--- config.mk ---
export PLATFORM = sky130hd
export DESIGN_NAME = fetch_queue_ifid
export DESIGN_NICKNAME = d
export VERILOG_FILES = /design/src/rtl/fetch_queue_ifid.sv
export SDC_FILE = /design/constraint.sdc
export NUM_CORES = 1
export LEC_CHECK = 0
export CAP_MARGIN = 20
export CORE_MARGIN = 3
export CORE_UTILIZATION = 30
export DETAILED_ROUTE_END_ITERATION = 10
export GPL_TIMING_DRIVEN = 0
export MAX_ROUTING_LAYER = met4
export PLACE_DENSITY_LB_ADDON = 0.15
export SETUP_SLACK_MARGIN = 0.4
export SLEW_MARGIN = 30
export SYNTH_ARGS = -nofsm -noshare
export SYNTH_HDL_FRONTEND = slang
export SYNTH_SLANG_ARGS = --single-unit
--- constraint.sdc ---
create_clock -name clk -period 3.1 [get_ports clk]
set_input_delay 0.31 -clock clk [delete_from_list [all_inputs] [get_ports clk]]
set_output_delay 0.31 -clock clk [all_outputs]
set_load 0.02 [all_outputs]
--- src/rtl/fetch_queue_ifid.sv ---
// Fetch queue + IF/ID register: issues PCF to imem, buffers {PC,instr} in a DEPTH-entry in-order queue.
// Latency: accept at t, rvalid at t+L, ValidD after edge t+L+1 (t+L when FETCH_BYPASS_EN is defined).
// Backpressure: StallF=1 whenever no request is accepted (queue full, FlushD, or imem not ready).
// Optional feature macro: FETCH_BYPASS_EN (head response loads IF/ID directly from imem_rdata).
module fetch_queue_ifid #(
  parameter int unsigned DEPTH    = 4,
  parameter logic [31:0] NOP_INSN = 32'h00000013
) (
  input  logic        clk,
  input  logic        rst,
  input  logic [31:0] PCF,
  output logic        StallF,
  output logic        imem_req,
  output logic [31:0] imem_addr,
  input  logic        imem_ready,
  input  logic        imem_rvalid,
  input  logic [31:0] imem_rdata,
  input  logic        StallD,
  input  logic        FlushD,
  output logic        ValidD,
  output logic [31:0] InstrD,
  output logic [31:0] PCD,
  output logic [31:0] PCPlus4D
);

  localparam int unsigned PW = (DEPTH > 1) ? $clog2(DEPTH) : 1;
  localparam int unsigned CW = $clog2(DEPTH + 1);
  // In-flight requests can reach 2*DEPTH: dropped ones plus a full refilled queue.
  localparam int unsigned IW = $clog2(2 * DEPTH + 1);
  localparam logic [CW-1:0] FULL = CW'(DEPTH);

  logic [31:0]    pc_q    [DEPTH];
  logic [31:0]    instr_q [DEPTH];
  logic [DEPTH-1:0] filled;
  logic [PW-1:0]  head;
  logic [PW-1:0]  tail;
  logic [PW-1:0]  fptr;
  logic [CW-1:0]  occ;
  logic [CW-1:0]  drop_cnt;
  logic [IW-1:0]  inflight;

  logic        accept;
  logic        resp;
  logic        fill;
  logic        pop;
  logic        head_rdy;
  logic [31:0] head_pc;
  logic [31:0] head_instr;

  assign imem_req  = ~rst & ~FlushD & (occ != FULL);
  assign accept    = imem_req & imem_ready;
  assign StallF    = ~accept;
  assign imem_addr = PCF;

  // A response with nothing outstanding is ignored; one owed to a squashed request is dropped.
  assign resp      = imem_rvalid & (inflight != '0);
  assign fill      = resp & (drop_cnt == '0);
  assign head_rdy  = (occ != '0) & filled[head];
  assign head_pc   = pc_q[head];

`ifdef FETCH_BYPASS_EN
  logic bypass;
  // Head is the oldest unfilled entry exactly when it is the one being filled now.
  assign bypass     = fill & (occ != '0) & ~filled[head] & (fptr == head);
  assign head_instr = bypass ? imem_rdata : instr_q[head];
  assign pop        = ~FlushD & ~StallD & (head_rdy | bypass);
`else
  assign head_instr = instr_q[head];
  assign pop        = ~FlushD & ~StallD & head_rdy;
`endif

  // Queue payload storage; contents are only meaningful under the filled/occupancy bookkeeping.
  always_ff @(posedge clk) begin
    if (accept) pc_q[tail]    <= PCF;
    if (fill)   instr_q[fptr] <= imem_rdata;
  end

  // Pointers, fill flags, occupancy, in-flight and drop accounting.
  always_ff @(posedge clk or posedge rst) begin
    if (rst) begin
      head     <= '0;
      tail     <= '0;
      fptr     <= '0;
      occ      <= '0;
      filled   <= '0;
      drop_cnt <= '0;
      inflight <= '0;
    end else if (FlushD) begin
      // No request goes out in a flush cycle; a response arriving now is discarded on the spot,
      // so only the requests still owed afterwards are counted for dropping.
      head     <= '0;
      tail     <= '0;
      fptr     <= '0;
      occ      <= '0;
      filled   <= '0;
      inflight <= inflight - IW'(resp);
      drop_cnt <= CW'(inflight - IW'(resp));
    end else begin
      if (accept) begin
        filled[tail] <= 1'b0;
        tail         <= tail + PW'(1);
      end
      if (fill) begin
        filled[fptr] <= 1'b1;
        fptr         <= fptr + PW'(1);
      end
      if (pop) begin
        filled[head] <= 1'b0;
        head         <= head + PW'(1);
      end
      if (resp && (drop_cnt != '0)) drop_cnt <= drop_cnt - CW'(1);
      occ      <= occ + CW'(accept) - CW'(pop);
      inflight <= inflight + IW'(accept) - IW'(resp);
    end
  end

  // IF/ID register: flush beats stall beats load beats bubble.
  always_ff @(posedge clk or posedge rst) begin
    if (rst) begin
      ValidD   <= 1'b0;
      InstrD   <= NOP_INSN;
      PCD      <= 32'd0;
      PCPlus4D <= 32'd4;
    end else if (FlushD) begin
      ValidD <= 1'b0;
      InstrD <= NOP_INSN;
    end else if (!StallD) begin
      if (pop) begin
        ValidD   <= 1'b1;
        InstrD   <= head_instr;
        PCD      <= head_pc;
        PCPlus4D <= head_pc + 32'd4;
      end else begin
        ValidD <= 1'b0;
        InstrD <= NOP_INSN;
      end
    end
  end

endmodule

==> results of run 1 <==
[layout make-up]
type                            instances  area (µm²)
Timing Repair Buffer                  264        2680
Clock buffer                           56        1150
Fill cell                            4617       29000
Tap cell                              664         831
Multi-Input combinational cell        439        4000
Sequential cell                       371       10600
Clock inverter                         21         272
Inverter                               29         118
Buffer                                 81         652
[worst min-delay path by stage]
stage,from,to,slack (ns),depth (start not counted)
after detailed placement,PCD[24]$_DFFE_PP0P_,PCD[24]$_DFFE_PP0P_,0.47,2
after floorplan,imem_rdata[0],instr_q[0][0]$_DFFE_PP_,0.41,0
after CTS,rst,InstrD[2]$_DFFE_PP0P_,0.23,2
final,rst,InstrD[2]$_DFFE_PP0P_,0.28,2
after global routing,rst,InstrD[2]$_DFFE_PP0P_,0.28,2
after global placement,PCD[24]$_DFFE_PP0P_,PCD[24]$_DFFE_PP0P_,0.46,2
[sequential cells by signal, summed over array words and instances (netlist names)]
signal,cells
pc_q,128
InstrD,32
filled,4
inflight,4
head,2
PCD,32
ValidD,1
PCPlus4D,30
tail,2
instr_q,128
fptr,2
drop_cnt,3
occ,3
[where the power goes]
group          switching, µW  internal (µW)
combinational            818            764
clock                   2000           3120
sequential               193           5600
total                   3010           9490
[critical path: cells and delay by family, from the launching register on]
family,cells,cell delay (ns)
adder cells (fa/ha/maj),3,0.84
AO/OA/AOI/OAI,1,0.15
flip-flops,1,0.39
buffers and inverters,9,0.92
AND/OR/NAND/NOR,1,0.04
multiplexers,1,0.45
[timing repair]
action / CTS / global route
pin swaps: 6 / 21
gates resized for setup: 54 / 60
setup endpoints to repair: 108 / 179
buffers inserted: 31 / 25
[cell usage after synthesis, types with 7 or more instances]
cell      instances
xnor2_1          14
a21oi_1          10
or4_1             7
buf_1             8
mux4_2           51
dfrtp_1         111
a31oi_1          10
ha_1             26
nand3_1          13
buf_4            37
nand2_1         122
a22o_1           29
clkbuf_1         24
xor2_1            7
mux4_1           14
o31ai_1           7
inv_1            28
edfxtp_1        256
nor2_1           29
and3_1            8
o21ai_0          18
buf_2             7
[layout by cell type, fill, tap and decap left out, types with 8 or more instances in the layout]
| cell | n |
|---|---|
| xnor2_1 | 12 |
| clkdlybuf4s50_1 | 198 |
| mux4_2 | 64 |
| o21ai_0 | 17 |
| a31oi_1 | 10 |
| dfrtp_1 | 110 |
| nor2_1 | 29 |
| a22o_1 | 29 |
| buf_6 | 16 |
| inv_1 | 21 |
| nand3_1 | 10 |
| clkbuf_1 | 18 |
| clkbuf_16 | 43 |
| a21oi_1 | 10 |
| ha_1 | 23 |
| nand2_1 | 120 |
| buf_4 | 83 |
| edfxtp_1 | 256 |
| buf_12 | 13 |
| clkbuf_2 | 11 |
| clkinv_1 | 8 |
[cells by family after synthesis]
| group | count (synthesis) | synth area share |
|---|---|---|
| AOI/OAI and AO/OA | 98 | 0.0480 |
| muxes | 71 | 0.105 |
| and+or+nand+nor | 221 | 0.0685 |
| xor gates and xnor gates | 21 | 0.0122 |
| DFF | 371 | 0.702 |
| buffers and inverters | 110 | 0.0409 |
| adders and majority gates | 28 | 0.0242 |
[routing by layer]
layer | share of wire | up-vias
met2 | 0.49 | 183
met4 | 0.022 | 0
met3 | 0.037 | 52
met1 | 0.45 | 4606
li1 | - | 4068
met5 | 0 | -
[metrics by stage]
step / instances / total power [µW] / utilization / area [µm²]
2_1_floorplan: 920 / 6680 / - / 15100
3_3_place_gp: 1783 / 7420 / 0.365 / 18000
3_5_place_dp: 1792 / 7450 / 0.369 / 18200
4_1_cts: 1900 / 12700 / 0.405 / 19900
5_1_grt: 1925 / 13000 / 0.412 / 20300
6_report: 1925 / 12500 / 0.412 / 20300
==> flow_summary.json, run 1 <==
{
  "outcome": "completed",
  "worst_slew_pin_slew_ns": 0.820,
  "start_util": 0.306,
  "crit_end": "occ[1]$_DFF_PP0_",
  "cp-end-kind": "flop",
  "synth_nets": 1018,
  "grt-ovfl-total": 0,
  "cts_buffer_depth": 3,
  "die_h_um": 230,
  "antenna_cells": 0,
  "ys_seq_area_frac": 0.702,
  "wirelength_mm": 40.8,
  "crit_required_ns": 3.52,
  "tns_ns": 0,
  "avgViaCountPerCell": 4.63,
  "period_minus_slack_ns": 2.94,
  "gp_congestion": 0.781,
  "rsz0062_at_grt": "yes",
  "grt.met3_usage": 0.0256,
  "ios": 201,
  "grt_pass1_wl_mm": 61.1,
  "io_buffers": 199,
  "top_usage_layer": "met2",
  "ant_nets": 0,
  "area_growth_pct": 34.6,
  "finalHoldViolCount": 0,
  "vias": 8909,
  "hold_slack_ns": 0.281,
  "dieArea_mm2": 0.0529,
  "cap_violations": 0,
  "clkTransAtPathRegs_ns": 0.06,
  "grt_use_met2": 0.254,
  "fin_skew_ns": 0.0192,
  "die_w_um": 230,
  "slew_viol_final": 0,
  "post-route-period-util": 0.949,
  "power_density_mw_per_mm2": 616,
  "first_global_vias": 9441,
  "slew_headroom": 0.453,
  "fin_ws_ns": 0.158,
  "cts.sinks": 371,
  "finalSetupViolations": 0,
  "synth_cells": 920,
  "synth_area_per_cell_um2": 16.4,
  "cts_tree": "done",
  "r2r_cells": 15,
  "r2r_slack_ns": 0.16,
  "postCtsHoldBufs": 0,
  "synthTopCellsByArea": "edfxtp_1, dfrtp_1, mux4_2",
  "drive_above_1_share": 0.241,
  "grt_max_degree": 34,
  "crit_chain": "buf_6 > buf_12 > buf_12 > buf_12 > mux4_2 > o311ai_4 > inv_4 > buf_12 > buf_12 > ha_4 > inv_4 > ha_4 > inv_2 > fa_2 > nor2_1",
  "htreeDepth": 2,
  "ys_ff_latch": 371,
  "holdCritPathClass": "in2async",
  "r2r_start": "head[0]$_DFFE_PP0P_",
  "ys_warn_count": 0,
  "worst_path_largest_cell_delay_ns": 0.52,
  "cp_slowest_cell": "fa_2",
  "grtUsageTotal": 0.158,
  "dp_slack_ns": -0.762,
  "wl_per_cell_um": 21.2,
  "antenna_found_initial": 0,
  "yosys.area.top_type": "edfxtp_1",
  "critPathKind": "reg2reg",
  "cts_root_buf": "clkbuf_16",
  "use_met1": 0.210,
  "core_region_area_mm2": 0.0493,
  "syn-cell-area_mm2": 0.0151,
  "drc": 0,
  "ys.flop_type": "edfxtp_1",
  "worstPathArrival_ns": 3.36,
  "async_flop_share": 0.310,
  "rows": 81,
  "drtPass1Iterations": 4,
  "worst_path_most_repeated_cell": "buf_12",
  "setup.worst_path.start": "head[0]$_DFFE_PP0P_",
  "drtIter0Drc": 562,
  "clkLatencyLatePin_ns": 0.56,
  "critPathMaxFanout": 3,
  "cts_buffers": 42,
  "synth_top_area_frac": 0.510,
  "start_kind": "flop",
  "r2r_end": "occ[1]$_DFF_PP0_",
  "max-vdd-ir-drop_uv": 376,
  "fin_nets": 1326,
  "synth_cell_types": 54,
  "synth_edf_count": 256,
  "dp_hpwl_mm": 27.1,
  "max_freq_ghz": 0.340,
  "p_leak_uw": 0.00751
}
No activity file was read; power rests on OpenSTA's default activity.
==> run 2, diff against run 1 <==
- CTS_CLUSTER_DIAMETER: unset -> 200
- MAX_ROUTING_LAYER: met4 -> unset
==> flow_summary.json, run 2 (synthesis gave the netlist of run 1 again) <==
{
  "outcome": "completed",
  "critPathKind": "reg2reg",
  "mostFrequentLayoutCells": "edfxtp_1, clkdlybuf4s50_1, nand2_1",
  "drtPass1Iterations": 4,
  "crit_chain": "buf_6 > buf_12 > buf_12 > buf_12 > mux4_2 > o311ai_4 > inv_4 > buf_12 > buf_12 > ha_4 > inv_4 > ha_4 > inv_2 > fa_2 > nor2_1",
  "wl_per_cell_um": 21.2,
  "power_density_mw_per_mm2": 616,
  "grt-ovfl-total": 0,
  "antenna_found_initial": 0,
  "fin_nets": 1326,
  "max-vdd-ir-drop_uv": 377,
  "clkTransAtPathRegs_ns": 0.06,
  "cp-end-kind": "flop",
  "finalSetupViolations": 0,
  "first_global_vias": 9432,
  "grt_max_degree": 34,
  "r2r_slack_ns": 0.16,
  "final_common_cell": "edfxtp_1",
  "postCtsHoldBufs": 0,
  "cp_slowest_cell": "fa_2",
  "start_kind": "flop",
  "finalHoldViolCount": 0,
  "rows": 81,
  "critPathTopFamily": "buffers and inverters",
  "antenna_cells": 0,
  "dp_hpwl_mm": 27.1,
  "critPathBufInv": 9,
  "drc": 0,
  "r2r_start": "head[0]$_DFFE_PP0P_",
  "critPathMaxFanout": 3,
  "fin_ws_ns": 0.159,
  "die_w_um": 230,
  "worst_path_most_repeated_cell": "buf_12",
  "avgViaCountPerCell": 4.65,
  "period_minus_slack_ns": 2.94,
  "r2r_cells": 15,
  "grt.met3_usage": 0.0279,
  "fin_skew_ns": 0.0189,
  "wirelength_mm": 40.8,
  "worstPathArrival_ns": 3.36,
  "power_uw": 12500,
  "drtIter0Drc": 563,
  "clkLatencyLatePin_ns": 0.56,
  "ant_nets": 0,
  "cap_violations": 0,
  "cts.sinks": 371,
  "drive_above_1_share": 0.241,
  "io_buffers": 199,
  "worst_path_largest_cell_delay_ns": 0.52,
  "start_util": 0.306,
  "max_freq_ghz": 0.340,
  "r2r_end": "occ[1]$_DFF_PP0_",
  "area_growth_pct": 34.6,
  "worst_slew_pin_slew_ns": 0.804,
  "core_region_area_mm2": 0.0493,
  "gp_congestion": 0.770,
  "slew_headroom": 0.464,
  "die_h_um": 230,
  "holdCritPathClass": "in2async",
  "top_regs": "instr_q x128, pc_q x128",
  "slew_viol_final": 0,
  "rsz0062_at_grt": "yes",
  "dp_slack_ns": -0.762,
  "dieArea_mm2": 0.0529,
  "use_met1": 0.209,
  "fillers": 4617,
  "p_leak_uw": 0.00751,
  "grtUsageTotal": 0.153,
  "vias": 8951,
  "htreeDepth": 2,
  "crit_required_ns": 3.52,
  "ios": 201,
  "cts_buffers": 42,
  "cts_buffer_depth": 3,
  "cts_tree": "done",
  "grt_use_met2": 0.253,
  "post-route-period-util": 0.949,
  "cts_root_buf": "clkbuf_16",
  "top_usage_layer": "met2",
  "grt_pass1_wl_mm": 61.1
}
==> run 2: how the worst max path moves through the flow <==
stage,startpoint,to,slack [ns],depth (start not counted)
global route,head[0]$_DFFE_PP0P_,occ[1]$_DFF_PP0_,0.09,15
floorplan,head[0]$_DFFE_PP0P_,occ[1]$_DFF_PP0_,0.06,15
CTS,head[1]$_DFFE_PP0P_,occ[1]$_DFF_PP0_,0.12,14
finish,head[0]$_DFFE_PP0P_,occ[1]$_DFF_PP0_,0.16,15
detailed placement,head[1]$_DFFE_PP0P_,occ[1]$_DFF_PP0_,-0.76,14
global placement,head[1]$_DFFE_PP0P_,occ[1]$_DFF_PP0_,-0.72,14
==> run 2: timing repair <==
| action | CTS | global route |
|---|---|---|
| setup endpoints to repair | 108 | 180 |
| setup buffers | 31 | 25 |
| resized for setup | 54 | 61 |
| pin swaps | 6 | 21 |
| cloned | 0 | 0 |
==> run 2: stage by stage <==
stage	utilization	cell area (µm²)	instances	hold WS, ns	setup TNS (ns)
finish	0.412	20300	1925	0.235	0
global route	0.412	20300	1925	0.278	0
CTS	0.405	19900	1900	0.233	0
detailed placement	0.369	18200	1792	0.465	-23.32
global placement	0.365	18000	1783	0.463	-182.37
floorplan	-	15100	920	0.409	0
==> run 2: metal layers <==
metal,share of wire,vias to the layer above
met1,0.45,4632
li1,-,4081
met2,0.49,187
met4,0.022,0
met3,0.039,51
met5,0,-
==> run 2: power breakdown <==
group / total [µW] / switching, µW / internal [µW]
clock: 5120 / 2000 / 3120
combinational: 1580 / 817 / 764
sequential: 5800 / 196 / 5600
==> run 2: area by class of cell <==
type / count / area [µm²] / area share
flip-flops and latches: 371 / 10600 / 0.521
multi-input cells: 439 / 4000 / 0.197
repair buffers: 264 / 2680 / 0.132
clock buffers: 56 / 1150 / 0.0569
well taps: 664 / 831 / 0.0410
plain buffers: 81 / 652 / 0.0321
clock inverters: 21 / 272 / 0.0134
inverters: 29 / 118 / 0.00580
==> run 3, diff against run 2 <==
- clock period: 3.1 -> 3.2 ns (I/O delays scaled with it)
==> flow_summary.json, run 3 (synthesis gave the netlist of run 1 again) <==
{
  "outcome": "completed",
  "power_density_mw_per_mm2": 608,
  "worstPathArrival_ns": 3.37,
  "clkLatencyLatePin_ns": 0.56,
  "die_w_um": 230,
  "crit_end": "occ[1]$_DFF_PP0_",
  "clkPwrFrac": 0.411,
  "period_minus_slack_ns": 2.96,
  "post-route-period-util": 0.923,
  "cts_root_buf": "clkbuf_16",
  "hold_slack_ns": 0.263,
  "p_switching_uw": 2910,
  "cap_violations": 0,
  "holdCritPathClass": "in2async",
  "final_common_cell": "edfxtp_1",
  "dieArea_mm2": 0.0529,
  "worst_slew_pin_slew_ns": 0.807,
  "slew_viol_final": 0,
  "max-vdd-ir-drop_uv": 363,
  "power_uw": 12100,
  "drive_above_1_share": 0.206,
  "wl_per_cell_um": 21.3,
  "fin_skew_ns": 0.0204,
  "cts_buffers": 42,
  "fillers": 4644,
  "cts_tree": "done",
  "gp_congestion": 0.770,
  "dp_hpwl_mm": 27.1,
  "r2r_slack_ns": 0.24,
  "critPathMaxFanout": 5,
  "grtUsageTotal": 0.152,
  "drtIter0Drc": 511,
  "finalHoldViolCount": 0,
  "r2r_start": "head[0]$_DFFE_PP0P_",
  "fin_nets": 1296,
  "antenna_cells": 0,
  "drtPass1Iterations": 4,
  "grt_pass1_wl_mm": 60.6,
  "ant_nets": 0,
  "area_growth_pct": 31.9,
  "rows": 81,
  "cts.sinks": 371,
  "htreeDepth": 2,
  "r2r_cells": 15,
  "seqPwrFrac": 0.465,
  "p_int_uw": 9170,
  "cts_buffer_depth": 3,
  "clkTransAtPathRegs_ns": 0.06,
  "rsz0062_at_grt": "yes",
  "pwr-share-comb": 0.125,
  "die_h_um": 230,
  "start_util": 0.306,
  "avgViaCountPerCell": 4.62,
  "start_kind": "flop",
  "cp-end-kind": "flop",
  "max_freq_ghz": 0.338,
  "io_buffers": 199,
  "wirelength_mm": 40.5,
  "drc": 0,
  "antenna_found_initial": 0,
  "grt_max_degree": 34,
  "critPathKind": "reg2reg",
  "top_regs": "instr_q x128, pc_q x128",
  "multiInputGateArea_mm2": 0.00394,
  "p_leak_uw": 0.00730,
  "r2r_end": "occ[1]$_DFF_PP0_",
  "core_region_area_mm2": 0.0493,
  "grt-ovfl-total": 0,
  "mostFrequentLayoutCells": "edfxtp_1, clkdlybuf4s50_1, nand2_1",
  "regArea_mm2": 0.0106,
  "setup.worst_path.start": "head[0]$_DFFE_PP0P_",
  "slew_headroom": 0.462,
  "first_global_vias": 9380,
  "crit_required_ns": 3.62,
  "p_sw_frac": 0.241,
  "ios": 201,
  "finalSetupViolations": 0,
  "vias": 8755
}
run 3: changes by cell type in the layout (fill, tap and decap cells not counted), sizes merged:
cell / previous run / this run
buf: 127 / 91
clkdlybuf4s50: 198 / 199
clkbuf: 75 / 81
dlymetal6s2s: 1 / 0
run 3: worst min path at each step:
stage,start,endpoint,depth (start not counted)
3_5_place_dp,PCD[24]$_DFFE_PP0P_,PCD[24]$_DFFE_PP0P_,2
6_report,rst,InstrD[2]$_DFFE_PP0P_,2
5_1_grt,rst,InstrD[2]$_DFFE_PP0P_,2
2_1_floorplan,imem_rdata[0],instr_q[0][0]$_DFFE_PP_,0
3_3_place_gp,PCD[24]$_DFFE_PP0P_,PCD[24]$_DFFE_PP0P_,2
4_1_cts,rst,InstrD[2]$_DFFE_PP0P_,2
run 3: routing by layer:
layer  up-vias  share of wire  global-route usage
li1       4018              -                   -
met3        51          0.038              0.0278
met2       179           0.48               0.252
met5         -              0                   0
met1      4507           0.46               0.206
met4         0          0.022              0.0421
run 3: repair_timing:
action,in CTS,in global routing
pin swaps,5,3
hold buffers,0,0
resized for setup,33,26
setup buffers,21,5
setup endpoints to repair,108,54
run 3: area by class of cell:
| cell class | count | share of cell area |
|---|---|---|
| clock inverter | 21 | 0.0137 |
| clock buffer | 56 | 0.0581 |
| tap | 664 | 0.0418 |
| sequential | 371 | 0.532 |
| timing repair buffer | 234 | 0.120 |
| multi-input combinational | 439 | 0.198 |
| inverter | 29 | 0.00592 |
| buffer | 81 | 0.0300 |
run 3: worst max-delay path, cell delays in order (launching register included):
cell      delay, ns
dfrtp_1        0.39
buf_6          0.13
buf_12         0.11
buf_12         0.12
buf_12         0.12
mux4_2         0.45
o311ai_4       0.15
inv_4          0.09
buf_12         0.15
buf_12         0.12
ha_4           0.21
inv_4          0.05
ha_4           0.11
inv_2          0.04
fa_2           0.53
nor2_1         0.04
run 3: per-stage QoR:
step / setup TNS (ns) / cell area (µm²) / util / cells / worst slack [ns]
finish: 0 / 19900 / 0.403 / 1895 / 0.245
global route: 0 / 19900 / 0.403 / 1895 / 0.167
CTS: 0 / 19800 / 0.402 / 1890 / 0.200
detailed placement: -13.62 / 18200 / 0.369 / 1792 / -0.662
global placement: -138.34 / 18000 / 0.365 / 1783 / -0.624
floorplan: 0 / 15100 / - / 920 / 0.164
run 3: power by group through the flow:
stage	combinational [µW]	clock, µW	sequential (µW)
after floorplan	657	0	5810
after global placement	1480	0	5710
after detailed placement	1510	0	5700
after CTS	1530	5100	5610
after global routing	1660	5300	5640
final	1510	4960	5610
